`src/rtl/psc_trigger_scheduler.sv`:
```
// psc_trigger_scheduler: captures active-low trigger requests, arbitrates between
// them and issues one start/code handshake at a time to the trigger serializer,
// with an enforced hold-off gap after every frame and a saturating overrun counter.
// Build option: define PSC_SCHED_FIXED_PRIO_EN for fixed priority (source 0 highest)
// instead of round-robin; ports and timing are unchanged.
module psc_trigger_scheduler #(
    parameter int N_SRC   = 4,
    parameter int SRC_W   = 2,
    parameter int HOLDOFF = 1000,
    parameter int ACK_TO  = 16,
    parameter int CNT_W   = 16
) (
    input  logic             clk,
    input  logic             reset,
    input  logic             enable,
    input  logic [N_SRC-1:0] trig_n,
    output logic             tx_start,
    output logic [SRC_W-1:0] tx_src,
    output logic [7:0]       tx_seq,
    input  logic             tx_busy,
    output logic [N_SRC-1:0] pending,
    output logic [CNT_W-1:0] drop_count,
    output logic             ack_err,
    output logic             sched_busy
);
    localparam logic [2:0] S_IDLE      = 3'd0;
    localparam logic [2:0] S_ISSUE     = 3'd1;
    localparam logic [2:0] S_WAIT_BUSY = 3'd2;
    localparam logic [2:0] S_WAIT_DONE = 3'd3;
    localparam logic [2:0] S_HOLDOFF   = 3'd4;

    // One timer serves both the ack timeout and the hold-off gap.
    localparam int TMAX = (HOLDOFF > ACK_TO) ? HOLDOFF : ACK_TO;
    localparam int TW   = $clog2(TMAX + 1);

    logic [N_SRC-1:0] sync1_q, sync2_q, hist_q;
    logic [N_SRC-1:0] pend_q, pend_d;
    logic [CNT_W-1:0] drop_q, drop_d;
    logic [2:0]       state_q, state_d;
    logic [TW-1:0]    tmr_q, tmr_d;
    logic             start_q, start_d;
    logic [SRC_W-1:0] src_q, src_d;
    logic [7:0]       seq_q, seq_d;
    logic             ack_q, ack_d;

    logic [N_SRC-1:0] fall, clr, drop;
    logic [3:0]       ndrop;
    logic [CNT_W+3:0] drop_sum;
    logic             gnt_vld;
    logic [SRC_W-1:0] gnt_idx;
    logic             do_grant;

    // Two-stage synchronizer plus history; reset to idle-high so release is edge-free.
    always_ff @(posedge clk) begin
        if (!reset) begin
            sync1_q <= '1;
            sync2_q <= '1;
            hist_q  <= '1;
        end else begin
            sync1_q <= trig_n;
            sync2_q <= sync1_q;
            hist_q  <= sync2_q;
        end
    end

    assign fall     = hist_q & ~sync2_q;
    assign do_grant = (state_q == S_IDLE) && enable && gnt_vld;

    // Pending update: a new edge wins over the ISSUE clear; edges on a still-pending source are drops.
    always_comb begin
        clr   = '0;
        ndrop = '0;
        for (int i = 0; i < N_SRC; i++)
            clr[i] = (state_q == S_ISSUE) && (src_q == SRC_W'(i));
        drop   = fall & pend_q & ~clr;
        pend_d = (pend_q & ~clr) | fall;
        for (int i = 0; i < N_SRC; i++)
            ndrop = ndrop + 4'(drop[i]);
        drop_sum = {4'b0, drop_q} + {{CNT_W{1'b0}}, ndrop};
        if (drop_sum > {4'b0, {CNT_W{1'b1}}})
            drop_d = '1;
        else
            drop_d = drop_sum[CNT_W-1:0];
    end

`ifdef PSC_SCHED_FIXED_PRIO_EN
    // Fixed priority: lowest pending index wins.
    always_comb begin
        gnt_vld = 1'b0;
        gnt_idx = '0;
        for (int i = 0; i < N_SRC; i++) begin
            if (!gnt_vld && pend_q[i]) begin
                gnt_vld = 1'b1;
                gnt_idx = SRC_W'(i);
            end
        end
    end
`else
    logic [SRC_W-1:0]   ptr_q;
    logic [2*N_SRC-1:0] dbl;
    logic [SRC_W:0]     widx;

    // Round-robin: rotate pending so bit 0 is ptr+1, take the first set bit, map back.
    always_comb begin
        gnt_vld = 1'b0;
        gnt_idx = '0;
        widx    = '0;
        dbl     = {pend_q, pend_q} >> ({1'b0, ptr_q} + 1'b1);
        for (int k = 0; k < N_SRC; k++) begin
            if (!gnt_vld && dbl[k]) begin
                gnt_vld = 1'b1;
                widx    = {1'b0, ptr_q} + (SRC_W+1)'(k + 1);
                if (widx >= (SRC_W+1)'(N_SRC))
                    widx = widx - (SRC_W+1)'(N_SRC);
                gnt_idx = widx[SRC_W-1:0];
            end
        end
    end

    // Pointer remembers the last grant; reset value makes source 0 win first.
    always_ff @(posedge clk) begin
        if (!reset)
            ptr_q <= SRC_W'(N_SRC - 1);
        else if (do_grant)
            ptr_q <= gnt_idx;
    end
`endif

    // Frame sequencing FSM next-state logic.
    always_comb begin
        state_d = state_q;
        tmr_d   = tmr_q;
        start_d = 1'b0;
        src_d   = src_q;
        seq_d   = seq_q;
        ack_d   = ack_q;
        case (state_q)
            S_IDLE: begin
                if (do_grant) begin
                    state_d = S_ISSUE;
                    start_d = 1'b1;
                    src_d   = gnt_idx;
                end
            end
            S_ISSUE: begin
                seq_d   = seq_q + 8'd1;
                tmr_d   = '0;
                state_d = S_WAIT_BUSY;
            end
            S_WAIT_BUSY: begin
                // ISSUE counts as the first of the ACK_TO cycles.
                if (tx_busy) begin
                    state_d = S_WAIT_DONE;
                end else if (tmr_q == TW'(ACK_TO - 2)) begin
                    ack_d   = 1'b1;
                    tmr_d   = '0;
                    state_d = S_HOLDOFF;
                end else begin
                    tmr_d = tmr_q + TW'(1);
                end
            end
            S_WAIT_DONE: begin
                if (!tx_busy) begin
                    tmr_d   = '0;
                    state_d = S_HOLDOFF;
                end
            end
            S_HOLDOFF: begin
                if (tmr_q == TW'(HOLDOFF - 1))
                    state_d = S_IDLE;
                else
                    tmr_d = tmr_q + TW'(1);
            end
            default: state_d = S_IDLE;
        endcase
    end

    // State registers; synchronous active-low reset.
    always_ff @(posedge clk) begin
        if (!reset) begin
            state_q <= S_IDLE;
            tmr_q   <= '0;
            start_q <= 1'b0;
            src_q   <= '0;
            seq_q   <= '0;
            ack_q   <= 1'b0;
            pend_q  <= '0;
            drop_q  <= '0;
        end else begin
            state_q <= state_d;
            tmr_q   <= tmr_d;
            start_q <= start_d;
            src_q   <= src_d;
            seq_q   <= seq_d;
            ack_q   <= ack_d;
            pend_q  <= pend_d;
            drop_q  <= drop_d;
        end
    end

    assign tx_start   = start_q;
    assign tx_src     = src_q;
    assign tx_seq     = seq_q;
    assign pending    = pend_q;
    assign drop_count = drop_q;
    assign ack_err    = ack_q;
    assign sched_busy = (state_q != S_IDLE);

endmodule
```
`config.mk`:
```
export PLATFORM = sky130hd
export DESIGN_NAME = psc_trigger_scheduler
export DESIGN_NICKNAME = d
export VERILOG_FILES = /design/src/rtl/psc_trigger_scheduler.sv
export SDC_FILE = /design/constraint.sdc
export NUM_CORES = 1
export LEC_CHECK = 0
export CAP_MARGIN = 5
export CELL_PAD_IN_SITES_DETAIL_PLACEMENT = 2
export CELL_PAD_IN_SITES_GLOBAL_PLACEMENT = 2
export CORE_ASPECT_RATIO = 1.25
export CORE_UTILIZATION = 33
export CTS_BUF_LIST = sky130_fd_sc_hd__clkbuf_8
export CTS_CLUSTER_SIZE = 24
export DETAILED_ROUTE_END_ITERATION = 10
export PLACE_DENSITY_LB_ADDON = 0.05
export SKIP_CTS_REPAIR_TIMING = 1
export SLEW_MARGIN = 20
export SYNTH_ARGS = -nofsm -noshare
export SYNTH_HDL_FRONTEND = slang
export SYNTH_SLANG_ARGS = --single-unit
```
`constraint.sdc`:
```
create_clock -name clk -period 4.7 [get_ports clk]
set_input_delay 0.47 -clock clk [delete_from_list [all_inputs] [get_ports clk]]
set_output_delay 0.47 -clock clk [all_outputs]
set_load 0.01 [all_outputs]
```
==> impl_results.md, run 1 <==
- Distinct cell type count after synthesis: 45
- Site Rows: 36
- CP Capture Type: flip-flop
- Die Ht: 102 um
- TritonCTS Buffers: 9
- Outcome: complete, but fails checks
- Port bufs: 40
- Via count: 2,331
- Hpwl dp: 5020 um
- Clock buffer depth: 2
- Final Non-Filler Cells: 446
- Initial antenna violation count: 0
- Clk sinks: 59
- Root buf cell: clkbuf_8
- Post-route setup TNS: 0 ns
- Violated checks: DRC
- Number of flops mapped to enable cells by yosys: 0
- Post-Route WL: 6970 um
- Register area share after synthesis: 44.9%
- Least-Margin Pin Slew: 0.741 ns
- Die area: 0.00834 mm2
- Initial DRC count: 50
- Synthesized net count: 317
- Async set-reset flop share out of synthesis: 0%
- CTS tree: built
- Startpoint Class: flip-flop
- Worst EP arrival: 4.09 ns
- Worst-path clk slew: 0.07 ns
- Pwr per Cell Area: 324 mW/mm2
- RSZ-0062 raised after global routing: no
- Crit path max fanout: 13
- Via/cell ratio: 5.23
- Mean Syn Cell Area: 8.71 um2
- Static Leak: 1.18 nW
- DR WL/cell: 15.6 um
- Period utilization: 81.0%
- Drt first pass iters: 7
- Period minus WS final: 3.81 ns
- Number of global-route vias before repair: 2,442
- Placed cells: 431
- Synth warnings: 0
- Synthesized instance count: 302
- Fmax: 263 MHz
- Area after DPL: 0.00313 mm2
- Io pins: 41
- Placer Congestion: 0.729
- Max_cap viols: 0
- Final ANT Viol Nets: 0
- Worst min path class: reg -> reg
- Fillers: 856
- Largest net degree at the start of global routing: 29
- Leading area contributor after synthesis: dfxtp_1
- Max Slew Vio Count: 0
- Inserted Diodes: 0
- Starting Density: 34.0%
- Clock Latency Late Sink: 0.35 ns
- # setup viols final: 0
- # DRC: 1
- Die W: 81.9 um
- Critical path type: reg -> reg
- Area delta synth->final: 26.2%
- Max_slew headroom: 50.4%
- Final nets: 362
- Ys flop type: dfxtp_1
- Top-area cell type share of the netlist area: 44.9%
- Power, Total: 0.00108 W
- H-tree Lvls: 3
- Total Routing Usage GR: 19.2%
- Share of layout cells above drive strength 1: 6.55%
- Post-Syn Area: 0.00263 mm2
- Skew final: 0.00649 ns
- Global route overflow: 0
- Required @ worst endpoint: 4.98 ns
- First-pass GRT wire length: 11,900 um
- Final Hold Fails: 0
- Final instance area: 0.00332 mm2
- Peak VDD IR: 0.158 mV
- Top post-synthesis cells by area: dfxtp_1 (45%), a21oi_1 (5.9%), nand2b_1 (4.5%)
- Core area: 0.00775 mm2
- #FFs+latches synth: 59
## final cells by class
cell class	instances	area, um2	share of cell area, %
Inverter	15	56.3	1.69
Timing Repair Buffer	42	415	12.5
Clock inverter	4	42.5	1.28
Multi-Input combinational cell	220	1360	40.8
Clock buffer	11	151	4.56
Sequential cell	59	1180	35.6
Tap cell	95	119	3.58
## cells in the final DEF, fill, tap and decap left out, drive strengths merged, types with 2 or more instances in the layout
cell type and instances:
dfxtp 59, ha 4, and3 5, and4 3, nand4 5, o21a 2
o22ai 4, a31oi 4, nor2 31, buf 2, o21ai 11, or3b 2
or3 5, clkbuf 11, inv 17, nand2b 19, xnor2 5, or2 4
nand2 27, nand3 13, a21oi 31, mux2i 3, nor2b 4, or4 2
fa 3, clkdlybuf4s50 40, nor3 7, xor2 12
## kinds of logic (layout without fill, tap and decap cells)
kind of cell,Yosys count,count (layout),share of synthesized area (%)
simple gates,130,130,25.2
compound gates,63,63,15.4
buf+inv,23,72,3.57
fa+ha+maj,7,7,4.18
flops,59,59,44.9
mux,3,3,1.14
xor+xnor,17,17,5.66
## critical path, stage by stage, from the launching register on
cell and delay (ns):
dfxtp_1 0.45, or3b_1 0.53, o31ai_1 0.31, or2_2 0.18
fa_1 0.45, fa_1 0.47, inv_1 0.09, fa_1 0.25
nand4_1 0.19, or3_1 0.61, a21oi_1 0.22
## layer usage
layer	global-route usage, %	wire length [um]	up-vias
li1	-	-	1130
met1	20.9	2870	1161
met2	34.3	3770	30
met3	3.21	138	10
met4	11.7	185	0
met5	0	0	-
## worst paths after layout
kind              start             to  slack (ns)  depth (start not counted)
max          state_q[0]  drop_count[0]        0.89                         10
min          sync1_q[3]     sync2_q[3]        0.41                          1
max reg2reg  state_q[0]  drop_count[0]        0.89                         10
min reg2reg  sync1_q[3]     sync2_q[3]        0.41                          1
## sequential cells by signal, summed over array words and instances (netlist names), 2 cells and up
signal	flops
tx_src	2
sync2_q	4
tmr_q	10
state_q	3
hist_q	4
tx_seq	8
drop_count	16
pending	4
ptr_q	2
sync1_q	4
## synthesized netlist by cell type (3+ instances only)
cell type / count
dfxtp_1: 59
a21oi_1: 31
nor2_1: 31
nand2_1: 27
nand2b_1: 19
inv_1: 15
nand3_1: 13
xor2_1: 12
o21ai_0: 8
nor3_1: 7
clkbuf_1: 6
and3_1: 5
nand4_1: 5
or3_1: 5
xnor2_1: 5
ha_1: 4
nor2b_1: 4
o22ai_1: 4
or2_2: 4
a31oi_1: 3
and4_1: 3
fa_1: 3
mux2i_1: 3
## stage by stage
| step | utilization (%) | worst slack, ns | hold WS [ns] |
|---|---|---|---|
| final | 42.9 | 0.892 | 0.408 |
| after global routing | 42.9 | 0.499 | 0.425 |
| after CTS | 42.9 | 0.847 | 0.412 |
| after detailed placement | 40.4 | 0.881 | 0.397 |
| after global placement | 40.4 | 1.04 | 0.388 |
| after floorplan | - | 1.31 | 0.386 |
## report_power, final
part	switching (W)	total [W]	internal, W
Sequential	0.0000140	0.000527	0.000513
Clock	0.000198	0.000464	0.000266
Combinational	0.0000490	0.0000865	0.0000375
Total	0.000261	0.00108	0.000816
Power figures use the tool's default switching activity.
==> run 2: changes to the inputs <==
==> constraint.sdc (replaced) <==
create_clock -name clk -period 3.9 [get_ports clk]
set_input_delay 0.39 -clock clk [delete_from_list [all_inputs] [get_ports clk]]
set_output_delay 0.39 -clock clk [all_outputs]
set_load 0.01 [all_outputs]
==> run 2 against run 1 <==
Net effect:
- sequential power rose by 20%
- the flow now finishes without violations
- clock power rose by 52%
- hold slack improved by 0.0035 ns
- core utilization rose by 0.97 points
- first-iteration DRC count rose by 2.0%
- global-route usage fell by 0.46 points
- clock-buffer cell count did not move
- fmax rose by 7.0%
- highest routed layer unchanged
- via count barely moved
- largest cell class unchanged
==> impl_results.md, run 2 (same netlist as run 1, synthesis figures left out) <==
- Static Leak: 1.21 nW (was 1.18 nW)
- Largest register FFs: 16 (unchanged)
- CP max stage cell: or3_4 (was or3_1)
- Global route overflow: 0 (unchanged)
- First-pass GRT wire length: 11,600 um (was 11,900 um)
- Area delta synth->final: 29.1% (was 26.2%)
- Die Ht: 102 um (unchanged)
- Critical path buffers and inverters: 1 (unchanged)
- Number of global-route vias before repair: 2,390 (was 2,442)
- Worst-path clk slew: 0.07 ns (about the same)
- Core area: 0.00775 mm2 (unchanged)
- Total Routing Usage GR: 18.8% (was 19.2%)
- Final ANT Viol Nets: 0 (unchanged)
- Drt first pass iters: 4 (was 7)
- Crit path max-delay family: simple AND/OR/NAND/NOR gates (unchanged)
- Clk sinks: 59 (unchanged)
- Site Rows: 36 (unchanged)
- Max_slew headroom: 49.5% (was 50.4%)
- Largest net degree at the start of global routing: 27 (was 29)
- CTS tree: built (unchanged)
- Post-route setup TNS: 0 ns (unchanged)
- Critical path's largest stage delay: 0.51 ns (was 0.61 ns)
- Hold Path Sink: sync2_q[3] (unchanged)
- Max Slew Vio Count: 0 (unchanged)
- Required @ worst endpoint: 4.17 ns (was 4.98 ns)
- Peak VDD IR: 0.231 mV (was 0.158 mV)
- # setup viols final: 0 (unchanged)
- Io pins: 41 (unchanged)
- Fmax: 281 MHz (was 263 MHz)
- Share of layout cells above drive strength 1: 7.93% (was 6.55%)
- H-tree Lvls: 3 (unchanged)
- Hold Crit Depth: 1 (unchanged)
- Least-Margin Pin Slew: 0.755 ns (was 0.741 ns)
- Skew final: 0.00856 ns (was 0.00649 ns)
- FF-to-FF path depth: 10 (unchanged)
- Post-place setup slack: 0.238 ns (was 0.881 ns)
- Pwr per Cell Area: 425 mW/mm2 (was 324 mW/mm2)
- Hpwl dp: 5190 um (was 5020 um)
- Initial DRC count: 51 (was 50)
- Period minus WS final: 3.56 ns (was 3.81 ns)
- Worst path cell trace: or3b_1, o31ai_1, or2_2, fa_1, fa_1, inv_1, fa_1, nand4_1, or3_4, a21oi_1 (was or3b_1, o31ai_1, or2_2, fa_1, fa_1, inv_1, fa_1, nand4_1, or3_1, a21oi_1)
- Startpoint Class: flip-flop (unchanged)
- Inserted Diodes: 0 (unchanged)
- RSZ-0062 raised after global routing: no (unchanged)
- Worst min path class: reg -> reg (unchanged)
- Post-Route WL: 7050 um (was 6970 um)
- Clock buffer depth: 2 (unchanged)
- Worst r2r dst: drop_count[0] (unchanged)
- TritonCTS Buffers: 9 (unchanged)
- Die W: 81.9 um (unchanged)
- # DRC: 0 (was 1)
- Starting Density: 34.0% (unchanged)
- Fin util: 43.8% (was 42.9%)
- CP Capture Type: flip-flop (unchanged)
- Hold_sp: sync1_q[3] (unchanged)
- Reg-to-reg slack, setup: 0.34 ns (was 0.89 ns)
- DR WL/cell: 15.7 um (was 15.6 um)
- Die area: 0.00834 mm2 (unchanged)
- Final instance area: 0.00340 mm2 (was 0.00332 mm2)
- Final Hold Fails: 0 (unchanged)
- Clock Latency Late Sink: 0.35 ns (about the same)
- Final nets: 364 (was 362)
- Max_cap viols: 0 (unchanged)
- Via/cell ratio: 5.21 (was 5.23)
- Period utilization: 91.2% (was 81.0%)
- Critical path type: reg -> reg (unchanged)
- Initial antenna violation count: 0 (unchanged)
- Port bufs: 40 (unchanged)
- Placer Congestion: 0.772 (was 0.729)
- Outcome: finished clean (was complete, but fails checks)
- Final setup margin: 0.342 ns (was 0.892 ns)
- Root buf cell: clkbuf_8 (unchanged)
- Most frequent CP cell: fa_1 (unchanged)
- Crit path max fanout: 13 (unchanged)
- Most frequent cells in the layout: dfxtp_1 (59), clkdlybuf4s50_1 (40), nor2_1 (31), a21oi_1 (31), nand2_1 (27) (unchanged)
- Via count: 2,332 (was 2,331)
- Worst R2R Start: state_q[0] (unchanged)
- Most common cell after layout, fill and taps aside: dfxtp_1 (unchanged)
- Worst EP arrival: 3.83 ns (was 4.09 ns)
- Area after DPL: 0.00314 mm2 (was 0.00313 mm2)
run 2: changes by cell type in the layout (fill, tap and decap cells not counted), sizes merged:
cell      before  now
clkinv         1    0
clkinvlp       0    1
bufinv         1    3
inv           17   15
buf            2    4
run 2: layout make-up:
type                            instances  area [um2]
Fill cell                             860        4350
Clock inverter                          4        97.6
Clock buffer                           11         151
Inverter                               15        56.3
Sequential cell                        59        1180
Timing Repair Buffer                   44         430
Tap cell                               95         119
Multi-Input combinational cell        220        1360
run 2: worst max path at each step:
| stage | from | end | slack [ns] | depth (start not counted) |
|---|---|---|---|---|
| 2_1_floorplan | state_q[0] | drop_count[10] | 0.51 | 12 |
| 3_3_place_gp | state_q[0] | drop_count[1] | 0.38 | 10 |
| 3_5_place_dp | state_q[0] | drop_count[2] | 0.24 | 10 |
| 4_1_cts | state_q[0] | drop_count[2] | 0.16 | 10 |
| 5_1_grt | state_q[0] | drop_count[0] | 0.10 | 12 |
| 6_report | state_q[0] | drop_count[0] | 0.34 | 10 |
run 2: where the power goes:
group	leakage, nW	internal [W]	switching [W]
Combinational	0.607	0.0000466	0.0000596
Clock	0.122	0.000456	0.000248
Sequential	0.479	0.000618	0.0000163
Total	1.21	0.00112	0.000324
run 2: metrics by stage:
step | power, W | std cells | hold WS [ns]
floorplan | 0.000707 | 302 | 0.386
global placement | 0.000753 | 433 | 0.389
detailed placement | 0.000757 | 433 | 0.398
CTS | 0.00147 | 448 | 0.414
global route | 0.00151 | 448 | 0.431
finish | 0.00144 | 448 | 0.412
run 2: per-layer routing:
layer,routed length (um),global-route usage (%),vias up
met5,0,0,-
met4,122,8.23,0
met3,187,4.82,9
met2,3800,33.8,30
met1,2940,20.4,1156
li1,-,-,1137
==> run 3: changes to the inputs <==
--- a/config.mk
+++ b/config.mk
@@ -5,11 +5,12 @@
 export SDC_FILE = /design/constraint.sdc
 export NUM_CORES = 1
 export LEC_CHECK = 0
+export ABC_AREA = 1
 export CAP_MARGIN = 5
 export CELL_PAD_IN_SITES_DETAIL_PLACEMENT = 2
 export CELL_PAD_IN_SITES_GLOBAL_PLACEMENT = 2
 export CORE_ASPECT_RATIO = 1.25
-export CORE_UTILIZATION = 33
+export CORE_UTILIZATION = 32
 export CTS_BUF_LIST = sky130_fd_sc_hd__clkbuf_8
 export CTS_CLUSTER_SIZE = 24
 export DETAILED_ROUTE_END_ITERATION = 10
==> run 3 against run 2 <==
Net effect:
- fmax increased by 0.39%
- register-to-register slack about the same
- first-iteration DRC count increased by 33%
- combinational power increased to 4.7 times the previous value
- setup slack improved by 0.014 ns
- sequential power increased by 12%
- critical path depth increased by 4
==> impl_results.md, run 3 <==
- Most frequent cells in the layout: nand2_1 (105), dfxtp_1 (59), inv_1 (50) (was dfxtp_1 (59), clkdlybuf4s50_1 (40), nor2_1 (31), a21oi_1 (31), nand2_1 (27))
- Max Slew Vio Count: 0 (unchanged)
- Post-Syn Area: 0.00308 mm2 (was 0.00263 mm2)
- Largest family of logic cells by synthesized area: simple AND/OR/NAND/NOR gates (unchanged)
- Final setup margin: 0.356 ns (was 0.342 ns)
- Multiplexer share of the synthesized area: 0% (was 1.14%)
- Total Routing Usage GR: 19.9% (was 18.8%)
- Async set-reset flop share out of synthesis: 0% (unchanged)
- Required @ worst endpoint: 4.16 ns (was 4.17 ns)
- Final instance area: 0.00381 mm2 (was 0.00340 mm2)
- Final ANT Viol Nets: 0 (unchanged)
- Synthesized instance count: 429 (was 302)
- Via count: 2,966 (was 2,332)
- Port bufs: 40 (unchanged)
- Post-route setup TNS: 0 ns (unchanged)
- Worst path cell trace: inv_2, nor2_4, nand2_4, inv_4, nand3_1, nand4_1, fa_1, fa_1, inv_1, fa_1, nand3_1, nor2_1, nand3b_1, a21oi_1 (was or3b_1, o31ai_1, or2_2, fa_1, fa_1, inv_1, fa_1, nand4_1, or3_4, a21oi_1)
- Pwr per Cell Area: 484 mW/mm2 (was 425 mW/mm2)
- Io pins: 41 (unchanged)
- H-tree Lvls: 3 (unchanged)
- Complex-gate fraction of the synthesized area: 10.7% (was 15.4%)
- Synth warnings: 0 (unchanged)
- Synthesized net count: 444 (was 317)
- Global route overflow: 0 (unchanged)
- XOR/XNOR Fraction of Synth Area: 4.55% (was 5.66%)
- Count leader, synth: nand2_1 (was dfxtp_1)
- Number of global-route vias before repair: 3,288 (was 2,390)
- Share of layout cells above drive strength 1: 11.7% (was 7.93%)
- Drt first pass iters: 4 (unchanged)
- Static Leak: 1.48 nW (was 1.21 nW)
- Max_cap viols: 0 (unchanged)
- Crit path max fanout: 11 (was 13)
- CP Capture Type: flip-flop (unchanged)
- Initial DRC count: 68 (was 51)
- Ys flop type: dfxtp_1 (unchanged)
- Top-area cell type share of the netlist area: 38.4% (was 44.9%)
- # DRC: 0 (unchanged)
- Initial antenna violation count: 0 (unchanged)
- Distinct cell type count after synthesis: 36 (was 45)
- Worst min path class: reg -> reg (unchanged)
- Power, Total: 0.00185 W (was 0.00144 W)
- Fmax: 282 MHz (was 281 MHz)
- Critical path's largest stage delay: 0.47 ns (was 0.51 ns)
- Starting Density: 33.4% (was 34.0%)
- Most frequent CP cell: fa_1 (unchanged)
- Inserted Diodes: 0 (unchanged)
- Area after DPL: 0.00359 mm2 (was 0.00314 mm2)
- Peak VDD IR: 0.163 mV (was 0.231 mV)
- Post-synthesis simple-gate area fraction: 34.1% (was 25.2%)
- Via/cell ratio: 4.94 (was 5.21)
- Fin util: 41.4% (was 43.8%)
- Post-synth top cells: nand2_1 (105), dfxtp_1 (59), inv_1 (49) (was dfxtp_1 (59), a21oi_1 (31), nor2_1 (31))
- Register area share after synthesis: 38.4% (was 44.9%)
- First-pass GRT wire length: 15,800 um (was 11,600 um)
- Core area: 0.00922 mm2 (was 0.00775 mm2)
- Hpwl dp: 7220 um (was 5190 um)
- Largest net degree at the start of global routing: 22 (was 27)
- Post-Route WL: 9270 um (was 7050 um)
- Outcome: finished clean (unchanged)
- # setup viols final: 0 (unchanged)
- Startpoint Class: flip-flop (unchanged)
- Fillers: 1,093 (was 860)
- Final Hold Fails: 0 (unchanged)
- Clock Latency Late Sink: 0.34 ns (was 0.35 ns)
- Root buf cell: clkbuf_8 (unchanged)
- Die Ht: 112 um (was 102 um)
- Die area: 0.0100 mm2 (was 0.00834 mm2)
- Most common cell after layout, fill and taps aside: nand2_1 (was dfxtp_1)
- RSZ-0062 raised after global routing: no (unchanged)
- Period minus WS final: 3.54 ns (was 3.56 ns)
- Mean Syn Cell Area: 7.18 um2 (was 8.71 um2)
- Worst-path clk slew: 0.07 ns (about the same)
- Final nets: 487 (was 364)
- Skew final: 0.0105 ns (was 0.00856 ns)
- Critical path type: reg -> reg (unchanged)
- Post-place setup slack: 0.347 ns (was 0.238 ns)
- Adder-Cell Fraction of Synth Area: 3.58% (was 4.18%)
- Worst EP arrival: 3.81 ns (was 3.83 ns)
- Clk sinks: 59 (unchanged)
- Number of flops mapped to enable cells by yosys: 0 (unchanged)
- Least-Margin Pin Slew: 0.707 ns (was 0.755 ns)
- Max_slew headroom: 52.8% (was 49.5%)
- Period utilization: 90.9% (was 91.2%)
- Site Rows: 39 (was 36)
- #FFs+latches synth: 59 (unchanged)
- Top post-synthesis cells by area: dfxtp_1 (38%), nand2_1 (13%), nand3_1 (6.2%) (was dfxtp_1 (45%), a21oi_1 (5.9%), nand2b_1 (4.5%))
- DR WL/cell: 15.4 um (was 15.7 um)
- Placer Congestion: 0.757 (was 0.772)
- Die W: 89.7 um (was 81.9 um)
- Area delta synth->final: 23.9% (was 29.1%)
- Leading area contributor after synthesis: dfxtp_1 (unchanged)
- TritonCTS Buffers: 9 (unchanged)
- CP max stage cell: dfxtp_1 (was or3_4)
- Clock buffer depth: 2 (unchanged)
- Largest register FFs: 16 (unchanged)
- CTS tree: built (unchanged)
==> run 3: cell count changes after synthesis, moves of 7 or more <==
cell	delta
nand2_1	+78
nand2b_1	-19
a21oi_2	+8
nand4_1	+9
nand3_1	+25
inv_1	+34
nor2_1	+7
==> run 3: logic make-up (layout without fill, tap and decap cells) <==
logic type,after synthesis,after routing
simple gates,227,227
buf+inv,64,112
fa+ha+maj,7,7
xor+xnor,16,16
flops,59,59
compound gates,56,56
==> run 3: final timing paths <==
path | cells past startpoint | start | to | slack [ns]
min reg2reg | 1 | sync1_q[2] | sync2_q[2] | 0.42
max | 14 | state_q[0] | drop_count[3] | 0.36
max reg2reg | 14 | state_q[0] | drop_count[3] | 0.36
min | 1 | sync1_q[2] | sync2_q[2] | 0.42
==> run 3: where the power goes <==
part | switching [W] | internal (W)
sequential | 0.0000624 | 0.000645
combinational | 0.000333 | 0.000167
clock | 0.000248 | 0.000391
==> run 3: layer usage <==
layer  routed length (um)  GRT usage (%)  vias up
met1                 3760           20.1     1452
li1                     -              -     1462
met3                  200           4.17       15
met4                  178           7.32        0
met5                    0              0        -
met2                 5130           39.5       37
==> run 3: cell type report <==
type,count,area [um2],area share (%)
Multi-Input combinational cell,306,1630,42.7
Clock inverter,5,76.3,2.00
Clock buffer,11,151,3.97
Inverter,54,208,5.44
Timing Repair Buffer,42,415,10.9
Sequential cell,59,1180,31.0
Tap cell,123,154,4.03
==> run 3: metrics by stage <==
stage,hold slack (ns),instances
final,0.417,600
after global routing,0.431,600
after CTS,0.419,600
after detailed placement,0.401,584
after global placement,0.398,584
after floorplan,0.393,429
==> run 3: worst max-delay path, delay by kind of cell (launching register included) <==
family          cells  cell delay, ns
flops               1            0.47
buf+inv             3            0.30
simple gates        7            1.28
fa+ha+maj           3            1.12
compound gates      1            0.30
==> RTL edit (settings of run 3) <==
Put one more register stage on the output `drop_count`, cleared by the reset. The value now appears one clock later. The other outputs are not delayed to match.
--- a/src/rtl/psc_trigger_scheduler.sv
+++ b/src/rtl/psc_trigger_scheduler.sv
@@ -203,5 +203,11 @@
     assign tx_seq     = seq_q;
     assign pending    = pend_q;
-    assign drop_count = drop_q;
+    always_ff @(posedge clk) begin
+        if (!reset) begin
+            drop_count <= '0;
+        end else begin
+            drop_count <= drop_q;
+        end
+    end
     assign ack_err    = ack_q;
     assign sched_busy = (state_q != S_IDLE);
Behaviour: not the same (Yosys sat finds a counterexample within 10 cycles, from zero or initial values and one cycle with reset low).
==> RTL edit against run 3 <==
  * Final area up 11%
  * Utilization down 1.6 points
  * Hold slack better by 0.0083 ns
  * Critical path depth unchanged
  * Sequential power up 26%
  * Power up 15%
  * Maximum frequency up 3.3%
  * Clock power about the same
  * Area after synthesis up 14%
  * Wire length up 8.4%
  * Die area up 14%
  * Sequential cell count up 16
  * Worst setup slack better by 0.11 ns
==> RTL edit: results (changes against run 3) <==
** Outcome
- The run finished with clean final reports.

** Cells and area
- Fill cell instance count of the final layout :: 1282 (+17%)
- Sequential share of cell area :: 0.3541 (+0.04448)
- The multi-input logic cell count came to 325 (+6.2%).
- The count of non-CTS inverters in the layout is 78 (+44%).
- The clock tree buffer count of the final layout is 10 (-1).
- The non-clock buffer area fraction after layout was 0.09796 (-0.01092).
- Post-route non-filler standard cell count :: 668 (+11%)

** Place
- Post-Place Worst Slack :: 0.4282 ns (+0.08091 ns)

** Clocking
- CTS clock-pin slew for the worst setup and hold paths :: 0.09 ns (+0.02 ns)
- The clock net sink count is 75 (+27%).

** Timing
- Skew final :: 0.006339 ns (-0.004146 ns)
- The pin slew with the least headroom to its limit was 0.6853 ns (-0.02124 ns).

** Route
- The detail-routed net length per standard cell came to 15.04 um (-2.6%).

** Power
- The total chip power was 0.002128 W (+15%).
- The clock distribution power came to 0.000641 W (about the same).
- The combinational group power came to 0.000596 W (+19%).
- The largest voltage drop on the vdd net is 0.1628 mV (about the same).

** Yosys
- Largest cells by area after synthesis :: sky130_fd_sc_hd__dfxtp_1 43%, sky130_fd_sc_hd__nand2_1 13%, sky130_fd_sc_hd__inv_1 6.7%
- The synthesized netlist net count is 507 (+14%).
- The number of distinct library cell variants in the gate-level netlist after synthesis came to 35 (-2.8%).
- Leading cell types by count after synthesis :: 126 x sky130_fd_sc_hd__nand2_1, 75 x sky130_fd_sc_hd__dfxtp_1, 63 x sky130_fd_sc_hd__inv_1

** Global route
- The overall fraction of global-route tracks in use came to 0.1945 (-0.004896).
- The wire length of the first global-routing pass came to 17.05 mm (+8.2%).

** Worst setup path
- Worst path arrival time :: 3.71 ns (-0.10 ns)
## RTL edit: changes by cell type in the layout (fill, tap and decap cells not counted), moves of 7 or more
cell                      before  now
sky130_fd_sc_hd__a21oi_2       8    1
sky130_fd_sc_hd__dfxtp_1      59   75
sky130_fd_sc_hd__inv_1        50   63
sky130_fd_sc_hd__inv_2         3   14
sky130_fd_sc_hd__nand2_1     105  126
## RTL edit: logic make-up (layout without fill, tap and decap cells)
group | Yosys count | count (layout) | share of synthesized area
buf+inv | 92 | 136 | 0.1027
xor+xnor | 14 | 14 | 0.03484
flops | 75 | 75 | 0.4266
compound gates | 57 | 57 | 0.08639
fa+ha+maj | 7 | 7 | 0.03128
simple gates | 247 | 247 | 0.3182
## RTL edit: path summary, 6_finish.rpt
| check | cells past startpoint | from | endpoint | slack (ns) |
|---|---|---|---|---|
| setup / recovery | 14 | state_q[0]$_SDFFE_PN0P_ | drop_q[15]$_SDFF_PN0_ | 0.47 |
| hold reg to reg | 1 | sync1_q[0]$_SDFF_PN1_ | sync2_q[0]$_SDFF_PN1_ | 0.43 |
| setup reg to reg | 14 | state_q[0]$_SDFFE_PN0P_ | drop_q[15]$_SDFF_PN0_ | 0.47 |
| hold / removal | 1 | sync1_q[0]$_SDFF_PN1_ | sync2_q[0]$_SDFF_PN1_ | 0.43 |
## RTL edit: per-layer routing
metal  vias to the layer above  GRT usage  wire [um]
li1                       1613          -          -
met1                      1594     0.2174       4213
met2                        26     0.3629       5501
met3                         8    0.03704        202
met4                         0    0.05597        130
met5                         -          0          0
## RTL edit: worst max-delay path, delay by kind of cell, from the launching register on
kind                       cells  cell delay, ns
buffers and inverters          4            0.44
and+or+nand+nor                6            1.02
DFF                            1            0.46
AOI/OAI and AO/OA              1            0.31
adders and majority gates      3            1.11
